==> src/rtl/vga_pkg.sv <==
// Shared VGA timing, text-mode geometry and VRAM arbiter state encoding.
// State set grows by RD_CPU when VRAM_ARB_READBACK_EN is defined.
package vga_pkg;

  localparam int H_VISIBLE = 640;
  localparam int H_FRONT   = 16;
  localparam int H_SYNC    = 96;
  localparam int H_BACK    = 48;
  localparam int V_VISIBLE = 480;
  localparam int V_FRONT   = 10;
  localparam int V_SYNC    = 2;
  localparam int V_BACK    = 33;

  localparam int TEXT_COLS  = 80;
  localparam int TEXT_ROWS  = 30;
  localparam int VRAM_AW    = 12;
  localparam int VRAM_DEPTH = 2400;

  localparam logic [VRAM_AW-1:0] VRAM_LIMIT = VRAM_AW'(VRAM_DEPTH);

`ifdef VRAM_ARB_READBACK_EN
  typedef enum logic [2:0] {IDLE, DISP_RD, DISP_CAP, WR, RD_CPU} arb_state_t;
`else
  typedef enum logic [1:0] {IDLE, DISP_RD, DISP_CAP, WR} arb_state_t;
`endif

  // row*80 + col as shift-add; row <= 29 and col <= 79 keep the sum below 2400.
  function automatic logic [VRAM_AW-1:0] text_addr(input logic [4:0] row,
                                                   input logic [6:0] col);
    logic [VRAM_AW-1:0] r;
    r = {7'd0, row};
    return (r << 6) + (r << 4) + {5'd0, col};
  endfunction

endpackage

==> src/rtl/tick_edge_det.sv <==
// Rising-edge detector for the pixel-rate enable; the pulse is high in the
// first CLK of each p_tick high phase.
module tick_edge_det
  import vga_pkg::*;
(
  input  logic CLK,
  input  logic RESET,
  input  logic p_tick,
  output logic tick_rise
);

  logic p_tick_d_reg;

  always_ff @(posedge CLK) begin
    if (RESET) p_tick_d_reg <= 1'b0;
    else       p_tick_d_reg <= p_tick;
  end

  assign tick_rise = p_tick & ~p_tick_d_reg;

endmodule

==> src/rtl/vram_arbiter.sv <==
// Single-port VRAM arbiter: display character fetch has absolute priority over
// RTC writes. Define VRAM_ARB_READBACK_EN to add a CPU read-back port (RD_CPU).
module vram_arbiter
  import vga_pkg::*;
(
  input  logic                CLK,
  input  logic                RESET,
  input  logic                p_tick,
  input  logic [9:0]          pixel_X,
  input  logic [9:0]          pixel_Y,
  input  logic                wr_req,
  input  logic [VRAM_AW-1:0]  wr_addr,
  input  logic [7:0]          wr_data,
  output logic                wr_ack,
  output logic                wr_err,
`ifdef VRAM_ARB_READBACK_EN
  input  logic                rd_req,
  input  logic [VRAM_AW-1:0]  rd_addr,
  output logic [7:0]          rd_data,
  output logic                rd_ack,
`endif
  output logic [VRAM_AW-1:0]  ram_addr,
  output logic                ram_we,
  output logic [7:0]          ram_wdata,
  input  logic [7:0]          ram_rdata,
  output logic [7:0]          char_code,
  output logic                char_valid
);

  arb_state_t         state_reg;
  logic [VRAM_AW-1:0] ram_addr_reg;
  logic               ram_we_reg;
  logic [7:0]         ram_wdata_reg;
  logic [7:0]         char_code_reg;
  logic               char_valid_reg;
  logic               wr_ack_reg;
  logic               wr_err_reg;

  logic               tick_rise;
  logic               fetch_slot;
  logic [VRAM_AW-1:0] disp_addr;
  logic               wr_bad;
  logic               grant_wr;

  tick_edge_det u_tick_edge_det (
    .CLK       (CLK),
    .RESET     (RESET),
    .p_tick    (p_tick),
    .tick_rise (tick_rise)
  );

  assign fetch_slot = tick_rise
                    && (pixel_X < 10'(H_VISIBLE))
                    && (pixel_Y < 10'(V_VISIBLE))
                    && (pixel_X[2:0] == 3'd0);
  assign disp_addr  = text_addr(pixel_Y[8:4], pixel_X[9:3]);
  assign wr_bad     = (wr_addr >= VRAM_LIMIT);

`ifdef VRAM_ARB_READBACK_EN
  logic       rd_cap_reg;
  logic       rd_bad_reg;
  logic       rd_ack_reg;
  logic [7:0] rd_data_reg;
  logic       last_rd_reg;
  logic       rd_ok;
  logic       grant_rd;

  // A request still held during its own capture/ack cycle is not a new one.
  assign rd_ok    = rd_req && !rd_cap_reg && !rd_ack_reg;
  assign grant_wr = wr_req && (!rd_ok || last_rd_reg);
  assign grant_rd = rd_ok && !grant_wr;
  assign rd_ack   = rd_ack_reg;
  assign rd_data  = rd_data_reg;
`else
  assign grant_wr = wr_req;
`endif

  always_ff @(posedge CLK) begin
    if (RESET) begin
      state_reg      <= IDLE;
      ram_addr_reg   <= '0;
      ram_we_reg     <= 1'b0;
      ram_wdata_reg  <= 8'h00;
      char_code_reg  <= 8'h00;
      char_valid_reg <= 1'b0;
      wr_ack_reg     <= 1'b0;
      wr_err_reg     <= 1'b0;
`ifdef VRAM_ARB_READBACK_EN
      rd_cap_reg     <= 1'b0;
      rd_bad_reg     <= 1'b0;
      rd_ack_reg     <= 1'b0;
      rd_data_reg    <= 8'h00;
      last_rd_reg    <= 1'b0;
`endif
    end else begin
      ram_we_reg     <= 1'b0;
      char_valid_reg <= 1'b0;
      wr_ack_reg     <= 1'b0;
      wr_err_reg     <= 1'b0;
`ifdef VRAM_ARB_READBACK_EN
      rd_ack_reg     <= 1'b0;
      rd_cap_reg     <= 1'b0;
      // Read data arrives the cycle after RD_CPU, whatever the FSM does next.
      if (rd_cap_reg) begin
        rd_data_reg <= rd_bad_reg ? 8'h00 : ram_rdata;
        rd_ack_reg  <= 1'b1;
      end
`endif
      case (state_reg)
        IDLE: begin
          if (fetch_slot) begin
            state_reg    <= DISP_RD;
            ram_addr_reg <= disp_addr;
          end else if (grant_wr) begin
            state_reg     <= WR;
            ram_addr_reg  <= wr_addr;
            ram_wdata_reg <= wr_data;
            ram_we_reg    <= !wr_bad;
            wr_ack_reg    <= 1'b1;
            wr_err_reg    <= wr_bad;
`ifdef VRAM_ARB_READBACK_EN
            last_rd_reg   <= 1'b0;
          end else if (grant_rd) begin
            state_reg     <= RD_CPU;
            ram_addr_reg  <= rd_addr;
            rd_bad_reg    <= (rd_addr >= VRAM_LIMIT);
            last_rd_reg   <= 1'b1;
`endif
          end
        end
        DISP_RD:  state_reg <= DISP_CAP;
        DISP_CAP: begin
          char_code_reg  <= ram_rdata;
          char_valid_reg <= 1'b1;
          state_reg      <= IDLE;
        end
        WR:       state_reg <= IDLE;
`ifdef VRAM_ARB_READBACK_EN
        RD_CPU: begin
          rd_cap_reg <= 1'b1;
          state_reg  <= IDLE;
        end
`endif
        default:  state_reg <= IDLE;
      endcase
    end
  end

  assign ram_addr   = ram_addr_reg;
  assign ram_we     = ram_we_reg;
  assign ram_wdata  = ram_wdata_reg;
  assign char_code  = char_code_reg;
  assign char_valid = char_valid_reg;
  assign wr_ack     = wr_ack_reg;
  assign wr_err     = wr_err_reg;

endmodule
==> config.mk <==
export PLATFORM = sky130hd
export DESIGN_NAME = vram_arbiter
export DESIGN_NICKNAME = d
export VERILOG_FILES = /design/src/rtl/vga_pkg.sv /design/src/rtl/tick_edge_det.sv /design/src/rtl/vram_arbiter.sv
export SDC_FILE = /design/constraint.sdc
export NUM_CORES = 1
export LEC_CHECK = 0
export BUFFER_PORTS_ARGS = -buffer_cell sky130_fd_sc_hd__buf_2
export CAP_MARGIN = 20
export CORE_ASPECT_RATIO = 0.9
export CORE_UTILIZATION = 52
export CTS_BUF_LIST = sky130_fd_sc_hd__clkbuf_4 sky130_fd_sc_hd__clkbuf_8
export CTS_CLUSTER_DIAMETER = 120
export CTS_CLUSTER_SIZE = 25
export DETAILED_ROUTE_END_ITERATION = 7
export HOLD_SLACK_MARGIN = 0.15
export PLACE_DENSITY = 0.91
export SLEW_MARGIN = 20
export SYNTH_ARGS = -nofsm -noshare
export SYNTH_HDL_FRONTEND = slang
export SYNTH_SLANG_ARGS = --single-unit
==> constraint.sdc <==
create_clock -name CLK -period 4.2 [get_ports CLK]
set_clock_uncertainty 0.15 [all_clocks]
set_input_delay 0.84 -clock CLK [delete_from_list [all_inputs] [get_ports CLK]]
set_output_delay 0.84 -clock CLK [all_outputs]
set_load 0.01 [all_outputs]
# ---- After elaboration in Yosys (flattened, before gate mapping)
# Index checks and enable logic that the tools add are counted.
dict set report word_totals {
  reg_bits 35
  inputBits 52
  output_inout_bits 32
  word_cells 42
}
dict set report op_classes {
  add_sub_neg 2
  magnitude_cmp 3
  n_eq_ne 4
  mux 7
  bitwise_logic 5
  reduce_logical 12
}
# cell n
set ops {}
lappend ops {{12-bit 2-to-1 mux} 2}
lappend ops {{11-bit by 9-bit adder with 12-bit output} 1}
lappend ops {{12-bit by 7-bit adder with 12-bit output} 1}
lappend ops {{12-bit >= comparator, second input constant} 1}
lappend ops {{10-bit less-than comparator, second input constant} 1}
lappend ops {{10-bit by 9-bit less-than comparator with 1-bit output, second input constant} 1}
lappend ops {{2-bit one-hot mux with 3 select lines} 1}
lappend ops {{2-bit equality test, second input constant} 2}
lappend ops {{2-bit 2-to-1 mux} 2}
lappend ops {{1-bit inverter} 4}
lappend ops {{4-bit OR reduction} 1}
lappend ops {{1-bit logical AND} 3}
lappend ops {{3-bit logical NOT} 1}
lappend ops {{3-bit inequality test, second input constant} 1}
lappend ops {{3-bit AND reduction} 1}
lappend ops {{3-bit OR reduction} 1}
lappend ops {{2-bit by 1-bit equality test with 1-bit output, second input constant} 1}
lappend ops {{2-bit logical NOT} 1}
lappend ops {{1-bit 2-to-1 mux} 2}
lappend ops {{2-bit AND reduction} 1}
lappend ops {{2-bit nonzero test} 1}
lappend ops {{2-bit OR reduction} 1}
lappend ops {{1-bit AND} 1}
lappend ops {{1-bit logical NOT} 1}

# ---- Logic depth before layout (Yosys ltp)
# Gate-level depths: netlist (run 1).
dict set report logic_depth {
  depth_word 7
  ltp_mapped 8
  depth_no_buf 8
}

# ---- Hierarchy
# Synthesis (run 1) repeated with hierarchy kept, for this count alone.
dict set report hier_totals {
  hier_cells 185
  area_unflattened_um2 1700.4
}
# mod n_inst cells_per_inst area_each_um2 seq_area_each_um2
set by_module_without_submodules {}
lappend by_module_without_submodules {vram_arbiter 1 182 1652.8 680.7}
lappend by_module_without_submodules {tick_edge_det 1 3 47.5 20.0}

# ---- Worst setup path after synthesis (run 1)
# Ideal clock, no wire load.
dict set report synth_path {
  kind {input -> register}
  startpoint {in pixel_X[9]}
  endpoint {reg ram_addr_reg[9], in the netlist ram_addr[9]}
  setup_ns 0.124
  arrival_ns 2.640
  required_time_ns 3.926
  path_slack_ns 1.286
  cell_stages 8
  path_buffers 0
  cell_sequence {inv_1 > fa_1 > inv_1 > fa_1 > and3_1 > or3_1 > a31oi_1 > a21oi_1}
}
dict set report synth_between {
  elab_chain_len 6
  word_cells_on_any_way 8
  classes_between {add/sub (1); order compare (1); mux (1); reduce/logical (5)}
}
# item line_no
set synth_lines {}
lappend synth_lines {{from (decl)} vram_arbiter.sv:9} ;# input logic [9:0] pixel_X,
lappend synth_lines {{10-bit less-than comparator} vram_arbiter.sv:53} ;# && (pixel_X < 10'(H_VISIBLE))
lappend synth_lines {{1-bit logical AND} vram_arbiter.sv:53}
lappend synth_lines {{1-bit logical AND} vram_arbiter.sv:54} ;# && (pixel_Y < 10'(V_VISIBLE))
lappend synth_lines {{1-bit logical AND} vram_arbiter.sv:55} ;# && (pixel_X[2:0] == 3'd0);
lappend synth_lines {{2-bit nonzero test (no source line)} --}
lappend synth_lines {{2-bit AND reduction (no source line)} --}
lappend synth_lines {{to (signal assigned)} vram_arbiter.sv:113} ;# ram_addr_reg <= disp_addr;
lappend synth_lines {{to (signal assigned)} vram_arbiter.sv:116} ;# ram_addr_reg <= wr_addr;
lappend synth_lines {{to (decl)} vram_arbiter.sv:31} ;# logic [VRAM_AW-1:0] ram_addr_reg;
# Parallel ways exist; a longest one is shown, timed or not.
# A chain may end at the register's enable or synchronous reset.

# ---- Final worst setup path (run 1)
# Ends and elaborated chain as after synthesis.

==> results.md, run 1 <==
- Yosys cell types: 44
- Peak VDD IR: around 0.21 mV
- WP data arrival: 2.86 ns
- Commonest non-fill, non-tap cell in the layout: buf_2
- Setup TNS: 0 ns
- Slew @ Worst Pin: between 0.7 and 0.8 ns
- Unrepaired setup endpoints after global routing: false
- Vias: 1821
- Starting density of the core: 54.1%
- Core ar.: approximately 3400 µm²
- Metal3 WL: 375 µm
- Largest net degree at the start of global routing: 25
- Asr flop ratio synth: 0%
- Post-layout minimum cycle time: 2.86 ns
- Routed length on met2: 1970 µm
- Hold Crit Class: reg -> reg
- Number of synthesized register bits: 35
- Die ar.: 3760 µm²
- FMAX: 350 MHz
- Util after Layout: 68.4%
- Wire per inst: 13.2 µm
- Via-per-instance ratio: 5.60
- Syn avg cell area: 8.75 µm²
- Met1 wire length: 1910 µm
- Count of final setup violators: 0
- CTS Hold Buffers Added: 0
- Most frequent cells in the layout: buf_2, dfxtp_1, nand2_1
- Max FFs per register: 12
- Detailed placer's ending HPWL: ~3100 µm
- TritonRoute pass-1 iters: 4
- Root buffer cell: clkbuf_8
- Critical Path Start Type: input port
- First-pass GRT wire length: 6730 µm
- Period Utilization, post-route: 68.1%
- CTS tree: built
- # IOs: 84
- Top FF cell, synth: dfxtp_1
- Antenna violations before repair: 0
- Die Span Y: 58.2 µm
- Post-synth EDFFs: 0
- Post-synthesis sequential area ratio: 38.3%
- Syn_nets: 272
- YS warnings: 0
- Drt total wl: about 4300 µm
- Status: complete, no violations
- Placer Congestion: about 0.86
- Critical path endpoint category: flip-flop
- Gate Count Post-Synth: 209
- Final net count: 343
- Slew Limit Fails: 0
- Max cap viols: 0
- Clock Latency Late Sink: just under 0.3 ns
- Synthesis-to-layout area growth: 26.4%
- IO Port Bufs: 79
- Vias in the first global route: 1596
- Pwr per Cell Area: between 300 and 400 nW/µm²
- # resized after CTS: 0
- Mapped cell area: 1830 µm²
- Highest metal layer with signal wires: met4
- Setup CP Type: in -> reg
- Crit Path Max Fanout: 2
- GRT Total Usage: 23.8%
- ANT nets after route: 0
- Iter 0 DRT Violations: 114
- Post-CTS Setup Repair Bufs: 0
- Final hold violations: 0
- Htree depth: 2
- Die Width: 64.5 µm
- Worst-path clk slew: 0.07 ns
- Drc violations: 0
- Leak Pwr: 1.11 nW
- Share of post-route cells with drive strength above 1: around 33%
- Worst slew margin: 51.5%
- Worst EP required: roughly 4.2 ns
- Clk sink count: 35
- Max Root-Sink Buffers: 2
- Worst hold slack: just over 0.3 ns
- CTS Buf Count: 5
- Total gr overflow: 0
- # diodes: 0
- Placement Rows: 20
[Yosys cell counts (2+ instances only)]
master | number | area, µm²
clkbuf_1 | 9 | 33.8
fa_1 | 2 | 40.0
and3_1 | 2 | 12.5
nor2b_1 | 3 | 18.8
nor2_1 | 10 | 37.5
a31o_1 | 8 | 70.1
a21oi_1 | 11 | 55.1
o211ai_1 | 2 | 15.0
nor3_1 | 2 | 10.0
a311oi_1 | 8 | 70.1
dfxtp_1 | 35 | 701
nand2_1 | 33 | 124
and4_1 | 2 | 17.5
a31oi_1 | 11 | 68.8
ha_1 | 9 | 113
inv_1 | 17 | 63.8
buf_4 | 2 | 15.0
a211oi_1 | 2 | 15.0
o21ai_0 | 3 | 15.0
buf_6 | 2 | 22.5
a41oi_1 | 2 | 17.5
o31ai_1 | 10 | 75.1
nor3b_1 | 2 | 15.0
buf_2 | 2 | 10.0
[final cells by class]
cell class                      count  area, µm²
Multi-Input combinational cell    142        982
Fill cell                         294       1070
Clock buffer                        5       68.8
Sequential cell                    35        701
Clock inverter                      3       43.8
Inverter                           17       63.8
Timing Repair Buffer               79        395
Tap cell                           44       55.1
[metrics by stage]
| stage | area [µm²] | total power [mW] | worst slack [ns] | instances |
|---|---|---|---|---|
| floorplan | 1830 | 0.479 | 1.29 | 209 |
| global placement | 2200 | 0.537 | 1.05 | 317 |
| detailed placement | 2200 | 0.542 | 1.02 | 317 |
| CTS | 2310 | 0.845 | 1.32 | 325 |
| global route | 2310 | 0.876 | 1.23 | 325 |
| finish | 2310 | 0.838 | 1.34 | 325 |
[final timing paths]
check	from	end	slack, ns	cells after the start
setup / recovery	pixel_X[9]	ram_addr[9]	1.34	9
hold / removal	char_code[5]	char_code[5]	0.30	2
setup reg to reg	state_reg[0]	ram_addr[7]	2.14	4
hold reg to reg	char_code[5]	char_code[5]	0.30	2
[worst max-delay path: stages]
cell and delay (ns):
buf_2 0.09, inv_1 0.05, fa_1 0.53, inv_1 0.07
fa_1 0.46, and3_1 0.20, or3_1 0.34, a31oi_1 0.20
a21oi_1 0.09
[power by group]
| group | switching (mW) | leakage [nW] | total, mW | internal (mW) |
|---|---|---|---|---|
| logic | 0.0942 | 0.764 | 0.167 | 0.0728 |
| registers | 0.0122 | 0.288 | 0.368 | 0.356 |
| clock network | 0.126 | 0.0581 | 0.303 | 0.177 |
| total | 0.233 | 1.11 | 0.838 | 0.605 |
[kinds of logic after synthesis]
kind of cell	after synthesis	synth area share, %
and+or+nand+nor	65	18.8
DFF	35	38.3
xor gates and xnor gates	1	0.479
buffers and inverters	32	7.94
adders and majority gates	11	8.35
AOI/OAI and AO/OA	65	26.1
[routing by layer]
layer / vias to the layer above / GRT usage [%]
met5: - / 0
met4: 0 / 7.30
met3: 5 / 8.27
met2: 85 / 42.6
met1: 827 / 26.7
li1: 904 / -
Note: power is estimated with default switching activity, not from simulation.
==> inputs of run 2 (changes only) <==
--- a/config.mk
+++ b/config.mk
@@ -5,16 +5,17 @@
 export SDC_FILE = /design/constraint.sdc
 export NUM_CORES = 1
 export LEC_CHECK = 0
+export ABC_AREA = 1
 export BUFFER_PORTS_ARGS = -buffer_cell sky130_fd_sc_hd__buf_2
 export CAP_MARGIN = 20
 export CORE_ASPECT_RATIO = 0.9
-export CORE_UTILIZATION = 52
+export CORE_UTILIZATION = 43
 export CTS_BUF_LIST = sky130_fd_sc_hd__clkbuf_4 sky130_fd_sc_hd__clkbuf_8
 export CTS_CLUSTER_DIAMETER = 120
 export CTS_CLUSTER_SIZE = 25
 export DETAILED_ROUTE_END_ITERATION = 7
 export HOLD_SLACK_MARGIN = 0.15
-export PLACE_DENSITY = 0.91
+export PLACE_DENSITY = 0.81
 export SLEW_MARGIN = 20
 export SYNTH_ARGS = -nofsm -noshare
 export SYNTH_HDL_FRONTEND = slang
==> constraint.sdc (replaced) <==
create_clock -name CLK -period 2.5 [get_ports CLK]
set_clock_uncertainty 0.15 [all_clocks]
set_input_delay 0.5 -clock CLK [delete_from_list [all_inputs] [get_ports CLK]]
set_output_delay 0.5 -clock CLK [all_outputs]
set_load 0.01 [all_outputs]
==> results.md, run 2 <==
- Status: complete, no violations
- # IOs: 84 (unchanged)
- Commonest non-fill, non-tap cell in the layout: buf_2
- Htree depth: 2 (unchanged)
- Placement Rows: 21 (+5.0%)
- Die Span Y: 63.2 µm (+8.6%)
- First-pass GRT wire length: 7060 µm (+4.9%)
- GRT Total Usage: 19.8% (-4.0 points)
- Worst Min Path Start: p_tick
- Period Utilization, post-route: about 90%
- Max Root-Sink Buffers: 2 (unchanged)
- Finished Layout Cells: 368 (+13%)
- Post-Synth XOR/XNOR Area: 0.978% (+0.50 points)
- Multiplexer area fraction after synthesis: 0% (unchanged)
- Top FF cell, synth: dfxtp_1
- Synth top area cells: dfxtp_1, nor2_1, nand2_1
- Mapped cell area: 1790 µm² (-2.0%)
- Setup CP Type: in -> reg
- Final hold violations: 0 (unchanged)
- Placer Congestion: 0.853 (-1.2%)
- Most frequent cell after synthesis: nor2_1
- Top cell type's share of synthesized area: 39.1% (+0.78 points)
- Setup ws final: 0.210 ns (-1.13 ns)
- Vias in the first global route: 1652 (+3.5%)
- Synth cell count leaders: nor2_1, nand2_1, dfxtp_1
- Die Width: 70.0 µm (+8.6%)
- Max FFs per register: 12 (unchanged)
- Max cap viols: 0 (unchanged)
- YS warnings: 0 (unchanged)
- CTS tree: built
- Drt total wl: 4080 µm (-5.2%)
- CTS Hold Buffers Added: 0 (unchanged)
- Post-CTS Setup Repair Bufs: 0 (unchanged)
- Post-layout minimum cycle time: 2.29 ns
- Peak VDD IR: 0.278 mV (+31%)
- Final net count: 384 (+12%)
- Die ar.: 4430 µm² (+18%)
- ANT nets after route: 0 (unchanged)
- Critical Path Start Type: input port
- Hold Crit Class: in -> reg
- Count of final setup violators: 0 (unchanged)
- Root buffer cell: clkbuf_8
- Cell taking the most area after synthesis: dfxtp_1
- Total gr overflow: 0 (unchanged)
- Crit Path Max Fanout: 2 (unchanged)
- Detailed placer's ending HPWL: 3120 µm (-0.58%)
- Wire per inst: 11.1 µm (-16%)
- Post-synth EDFFs: 0 (unchanged)
- TritonRoute pass-1 iters: 4 (unchanged)
- Post-synthesis sequential area ratio: 39.1% (+0.78 points)
- Post-Place Cells: 360 (+14%)
- Adder-cell share of the synthesized area: 8.52% (+0.17 points)
- Hold Path Stages: 3 (+1)
- Synthesis-to-layout area growth: 29.3%
- Syn avg cell area: 7.47 µm² (-15%)
- Flop2flop setup slack: 0.84 ns (-1.30 ns)
- Worst hold slack: 0.287 ns (-0.0178 ns)
- CTS Buf Count: 5 (unchanged)
- Largest net degree at the start of global routing: 20 (-20%)
- Leak Pwr: 1.24 nW (+12%)
- Iter 0 DRT Violations: 80 (-30%)
- Critical path endpoint category: flip-flop
- IO Port Bufs: 79 (unchanged)
- Clock Latency Late Sink: 0.27 ns (-0.02 ns)
- Clk sink count: 35 (unchanged)
- Number of synthesized register bits: 35 (unchanged)
- Synth Area in Simple Gates: 31.8% (+13 points)
- Worst reg2reg path endpoint: ram_addr[11]
- Main combinational cell family by area after synthesis: simple AND/OR/NAND/NOR gates
- Most frequent cells in the layout: buf_2, nor2_1, nand2_1
- Starting density of the core: 46.4% (-7.7 points)
- Antenna violations before repair: 0 (unchanged)
- Slew @ Worst Pin: 0.530 ns (-0.195 ns)
- Worst Reg-to-Reg Cells: 9 (+5)
- Synth Area in Compound Gates: 12.7% (-13 points)
- Via-per-instance ratio: 4.71 (-16%)
- Total power: 1.37 mW (+63%)
- FMAX: 437 MHz
- Worst slew margin: 64.6% (+13 points)
- Unrepaired setup endpoints after global routing: false
- Slew Limit Fails: 0 (unchanged)
- Yosys cell types: 30 (-32%)
- # resized after CTS: 0 (unchanged)
- Syn_nets: 303 (+11%)
- Asr flop ratio synth: 0% (unchanged)
- Drc violations: 0 (unchanged)
- Worst EP required: 2.52 ns (-1.68 ns)
- Worst-path clk slew: 0.07 ns (about the same)
- Hold Path Sink: u_tick_edge_det.p_tick_d_reg
- Share of post-route cells with drive strength above 1: 37.0% (+3.9 points)
- Vias: 1734 (-4.8%)
- Pre-CTS setup slack: -0.0796 ns (-1.10 ns)
- WP data arrival: 2.31 ns (-0.55 ns)
- Core ar.: 3860 µm² (+14%)
- Pwr per Cell Area: 590 nW/µm² (+63%)
- # diodes: 0 (unchanged)
- Gate Count Post-Synth: 240 (+15%)
- R2r startpoint: u_tick_edge_det.p_tick_d_reg
run 2: changes by cell type in the layout (fill, tap and decap cells not counted), moves of 8 or more:
cell | previous run | this run
nor2_1 | 10 | 56
o21ai_0 | 3 | 21
nand2_1 | 33 | 45
a31oi_1 | 11 | 0
o31ai_1 | 10 | 0
nand2_2 | 0 | 9
a21oi_2 | 0 | 8
a311oi_1 | 8 | 0
a31o_1 | 8 | 0
run 2: power breakdown:
part           switching, mW  internal (mW)
clock network          0.183          0.262
registers             0.0206          0.602
logic                  0.172          0.128
total                  0.376          0.991
run 2: logic make-up after synthesis:
family,after synthesis
flip-flops,35
XOR/XNOR,2
buffers and inverters,26
adder cells (fa/ha/maj),11
AND/OR/NAND/NOR,128
AO/OA/AOI/OAI,38
run 2: area by class of cell:
cell class              instances  area, µm²
clock buffers                   8        104
fillers                       370       1550
inverters                      18       67.6
multi-input cells             179        968
flip-flops and latches         35        701
well taps                      46       57.6
repair buffers                 82        418
run 2: worst max-delay path by stage:
stage / startpoint / to / slack, ns
floorplan: pixel_X[9] / ram_addr[11] / 0.15
global placement: pixel_X[9] / ram_addr[11] / -0.02
detailed placement: pixel_X[9] / ram_addr[11] / -0.08
CTS: pixel_X[9] / ram_addr[11] / 0.21
global route: pixel_X[9] / ram_addr[11] / 0.1
finish: pixel_X[9] / ram_addr[11] / 0.21
run 2: stage by stage:
stage               util (%)  instance area [µm²]  TNS (ns)
detailed placement      57.3                 2210    -0.119
global route            60.0                 2320         0
global placement        57.3                 2210   -0.0161
finish                  60.0                 2320         0
CTS                     60.0                 2320         0
floorplan                  -                 1790         0
run 2: routing by layer:
layer  global-route usage (%)  up-vias  part of all wire (%)
met5                        0        -                     0
met4                     5.50        0                   1.0
met2                     33.7       48                    47
met3                     5.12        4                   5.0
met1                     24.7      763                    47
li1                         -      919                     -
run 2: critical path, stage by stage:
cell	delay, ns
buf_2	0.08
inv_1	0.06
fa_1	0.55
inv_1	0.07
fa_1	0.45
nand3_1	0.12
nand2_1	0.08
a21oi_1	0.14
nor2_1	0.06
nor3_1	0.13
nor2_1	0.05
==> inputs of run 3 (changes only) <==
--- a/config.mk
+++ b/config.mk
@@ -5,17 +5,16 @@
 export SDC_FILE = /design/constraint.sdc
 export NUM_CORES = 1
 export LEC_CHECK = 0
-export ABC_AREA = 1
-export BUFFER_PORTS_ARGS = -buffer_cell sky130_fd_sc_hd__buf_2
+export BUFFER_PORTS_ARGS = -buffer_cell sky130_fd_sc_hd__buf_4
 export CAP_MARGIN = 20
 export CORE_ASPECT_RATIO = 0.9
-export CORE_UTILIZATION = 43
+export CORE_UTILIZATION = 44
 export CTS_BUF_LIST = sky130_fd_sc_hd__clkbuf_4 sky130_fd_sc_hd__clkbuf_8
 export CTS_CLUSTER_DIAMETER = 120
 export CTS_CLUSTER_SIZE = 25
 export DETAILED_ROUTE_END_ITERATION = 7
 export HOLD_SLACK_MARGIN = 0.15
-export PLACE_DENSITY = 0.81
+export PLACE_DENSITY = 0.82
 export SLEW_MARGIN = 20
 export SYNTH_ARGS = -nofsm -noshare
 export SYNTH_HDL_FRONTEND = slang
==> results.md, run 3 (same netlist as run 1, synthesis figures left out) <==
- Hold Crit Class: in -> reg
- Post-CTS Setup Repair Bufs: 0 (unchanged)
- Share of post-route cells with drive strength above 1: 38.2% (+1.2 points)
- Setup CP Type: in -> reg
- Slew @ Worst Pin: 0.626 ns (+0.0961 ns)
- Status: complete, no violations
- Period Utilization, post-route: 95.2% (+3.6 points)
- Die Width: 69.9 µm (-0.14%)
- FILL cells: 315 (-15%)
- Starting density of the core: 47.7% (+1.3 points)
- Root buffer cell: clkbuf_8
- CTS Buf Count: 5 (unchanged)
- Count of final setup violators: 0 (unchanged)
- CTS Hold Buffers Added: 0 (unchanged)
- # IOs: 84 (unchanged)
- Htree depth: 2 (unchanged)
- Total gr overflow: 0 (unchanged)
- Worst EP required: 2.52 ns (about the same)
- Slew Limit Fails: 0 (unchanged)
- Max FFs per register: 12 (unchanged)
- Worst slew margin: 58.2% (-6.4 points)
- Die Span Y: 63.2 µm (-0.14%)
- # resized after CTS: 0 (unchanged)
- Fin area: 2650 µm² (+14%)
- Slowest-stage cell, CP: fa_1
- Most frequent CP cell: inv_2
- Critical Path Start Type: input port
- Util after Layout: 69.1% (+9.1 points)
- GRT Total Usage: 23.2% (+3.5 points)
- Critical path's largest stage delay: 0.54 ns (about the same)
- ANT nets after route: 0 (unchanged)
- Core ar.: 3840 µm² (-0.68%)
- Clk sink count: 35 (unchanged)
- Final net count: 358 (-6.8%)
- Max cap viols: 0 (unchanged)
- Final hold violations: 0 (unchanged)
- Leak Pwr: 1.23 nW (-0.94%)
- Detailed placer's ending HPWL: 3770 µm (+21%)
- Wire per inst: 14.4 µm (+30%)
- Cells along the critical path: buf_4 -> inv_2 -> fa_1 -> inv_2 -> fa_2 -> and3_1 -> or3_1 -> a31oi_1 -> a21oi_1
- Most frequent cells in the layout: buf_4, dfxtp_1, nand2_1
- Die ar.: 4420 µm² (-0.28%)
- Commonest non-fill, non-tap cell in the layout: buf_4
- Drc violations: 0 (unchanged)
- WP data arrival: 2.40 ns (+0.09 ns)
- Drt total wl: 4910 µm (+20%)
- Max Root-Sink Buffers: 2 (unchanged)
- Placer Congestion: 0.782 (-8.3%)
- FMAX: 420 MHz (-3.8%)
- Vias: 1881 (+8.5%)
- # diodes: 0 (unchanged)
- Iter 0 DRT Violations: 65 (-19%)
- IO Port Bufs: 79 (unchanged)
- Pwr per Cell Area: 564 nW/µm² (-4.5%)
- Critical path endpoint category: flip-flop
- Antenna violations before repair: 0 (unchanged)
- CTS tree: built
- First-pass GRT wire length: 8160 µm (+16%)
- TritonRoute pass-1 iters: 4 (unchanged)
- Peak VDD IR: 0.317 mV (+14%)
- Crit Path Max Fanout: 2 (unchanged)
- DP Area: 2540 µm² (+15%)
- Unrepaired setup endpoints after global routing: false
- Synthesis-to-layout area growth: 45.0%
- Via-per-instance ratio: 5.50 (+17%)
- Worst-path clk slew: 0.07 ns (about the same)
- Placement Rows: 21 (unchanged)
- Post-layout minimum cycle time: 2.38 ns (+0.0902 ns)
- Vias in the first global route: 1804 (+9.2%)
- Largest net degree at the start of global routing: 25 (+25%)
- Clock Latency Late Sink: 0.28 ns (about the same)
-- run 3: changes by cell type in the layout (fill, tap and decap cells not counted), sizes merged, moves of 6 or more --
cell	previous run	this run
nor2	58	10
nand2	57	33
o21ai	24	4
a311oi	0	8
a31o	0	8
a31oi	0	11
o31ai	0	10
buf	82	94
nand3	7	1
-- run 3: layout make-up --
cell class / instances / area [µm²] / area share (%)
multi-input cells: 142 / 1010 / 38.1
repair buffers: 94 / 706 / 26.6
flip-flops and latches: 35 / 701 / 26.4
clock buffers: 5 / 68.8 / 2.60
inverters: 17 / 63.8 / 2.41
well taps: 46 / 57.6 / 2.17
clock inverters: 3 / 43.8 / 1.65
-- run 3: per-layer routing --
| layer | global-route usage, % | routed length (µm) | share of wire, % |
|---|---|---|---|
| met5 | 0 | 0 | 0 |
| met4 | 9.00 | 80 | 1.6 |
| met3 | 6.88 | 361 | 7.4 |
| met2 | 38.1 | 2360 | 48 |
| met1 | 28.6 | 2110 | 43 |
-- run 3: path summary, 6_finish.rpt --
check	startpoint	end	slack [ns]	cells past startpoint
hold / removal	wr_data[6]	ram_wdata[6]	0.28	2
setup / recovery	pixel_X[9]	ram_addr[9]	0.12	9
setup reg to reg	u_tick_edge_det.p_tick_d_reg	ram_wdata[3]	0.72	5
hold reg to reg	char_code[4]	char_code[4]	0.31	2
-- run 3: per-stage QoR --
| stage | setup WS [ns] | power (mW) | TNS [ns] | std cells | hold slack, ns |
|---|---|---|---|---|---|
| finish | 0.119 | 1.49 | 0 | 342 | 0.276 |
| global route | 0.0396 | 1.57 | 0 | 342 | 0.273 |
| CTS | 0.133 | 1.51 | 0 | 342 | 0.268 |
| detailed placement | -0.164 | 1.00 | -0.454 | 334 | 0.301 |
| global placement | -0.147 | 0.990 | -0.413 | 334 | 0.294 |
| floorplan | -0.0126 | 0.817 | -0.0126 | 209 | 0.324 |
-- run 3: power by group --
part | internal (mW) | switching (mW) | total [mW] | leakage [nW]
Combinational | 0.194 | 0.177 | 0.371 | 0.880
Clock | 0.297 | 0.206 | 0.503 | 0.0581
Sequential | 0.598 | 0.0230 | 0.621 | 0.288
-- run 3: worst max-delay path, delay by kind of cell --
| kind | cells | cell delay, ns |
|---|---|---|
| buffers and inverters | 3 | 0.18 |
| AOI/OAI and AO/OA | 2 | 0.26 |
| adders and majority gates | 2 | 0.93 |
| and+or+nand+nor | 2 | 0.54 |
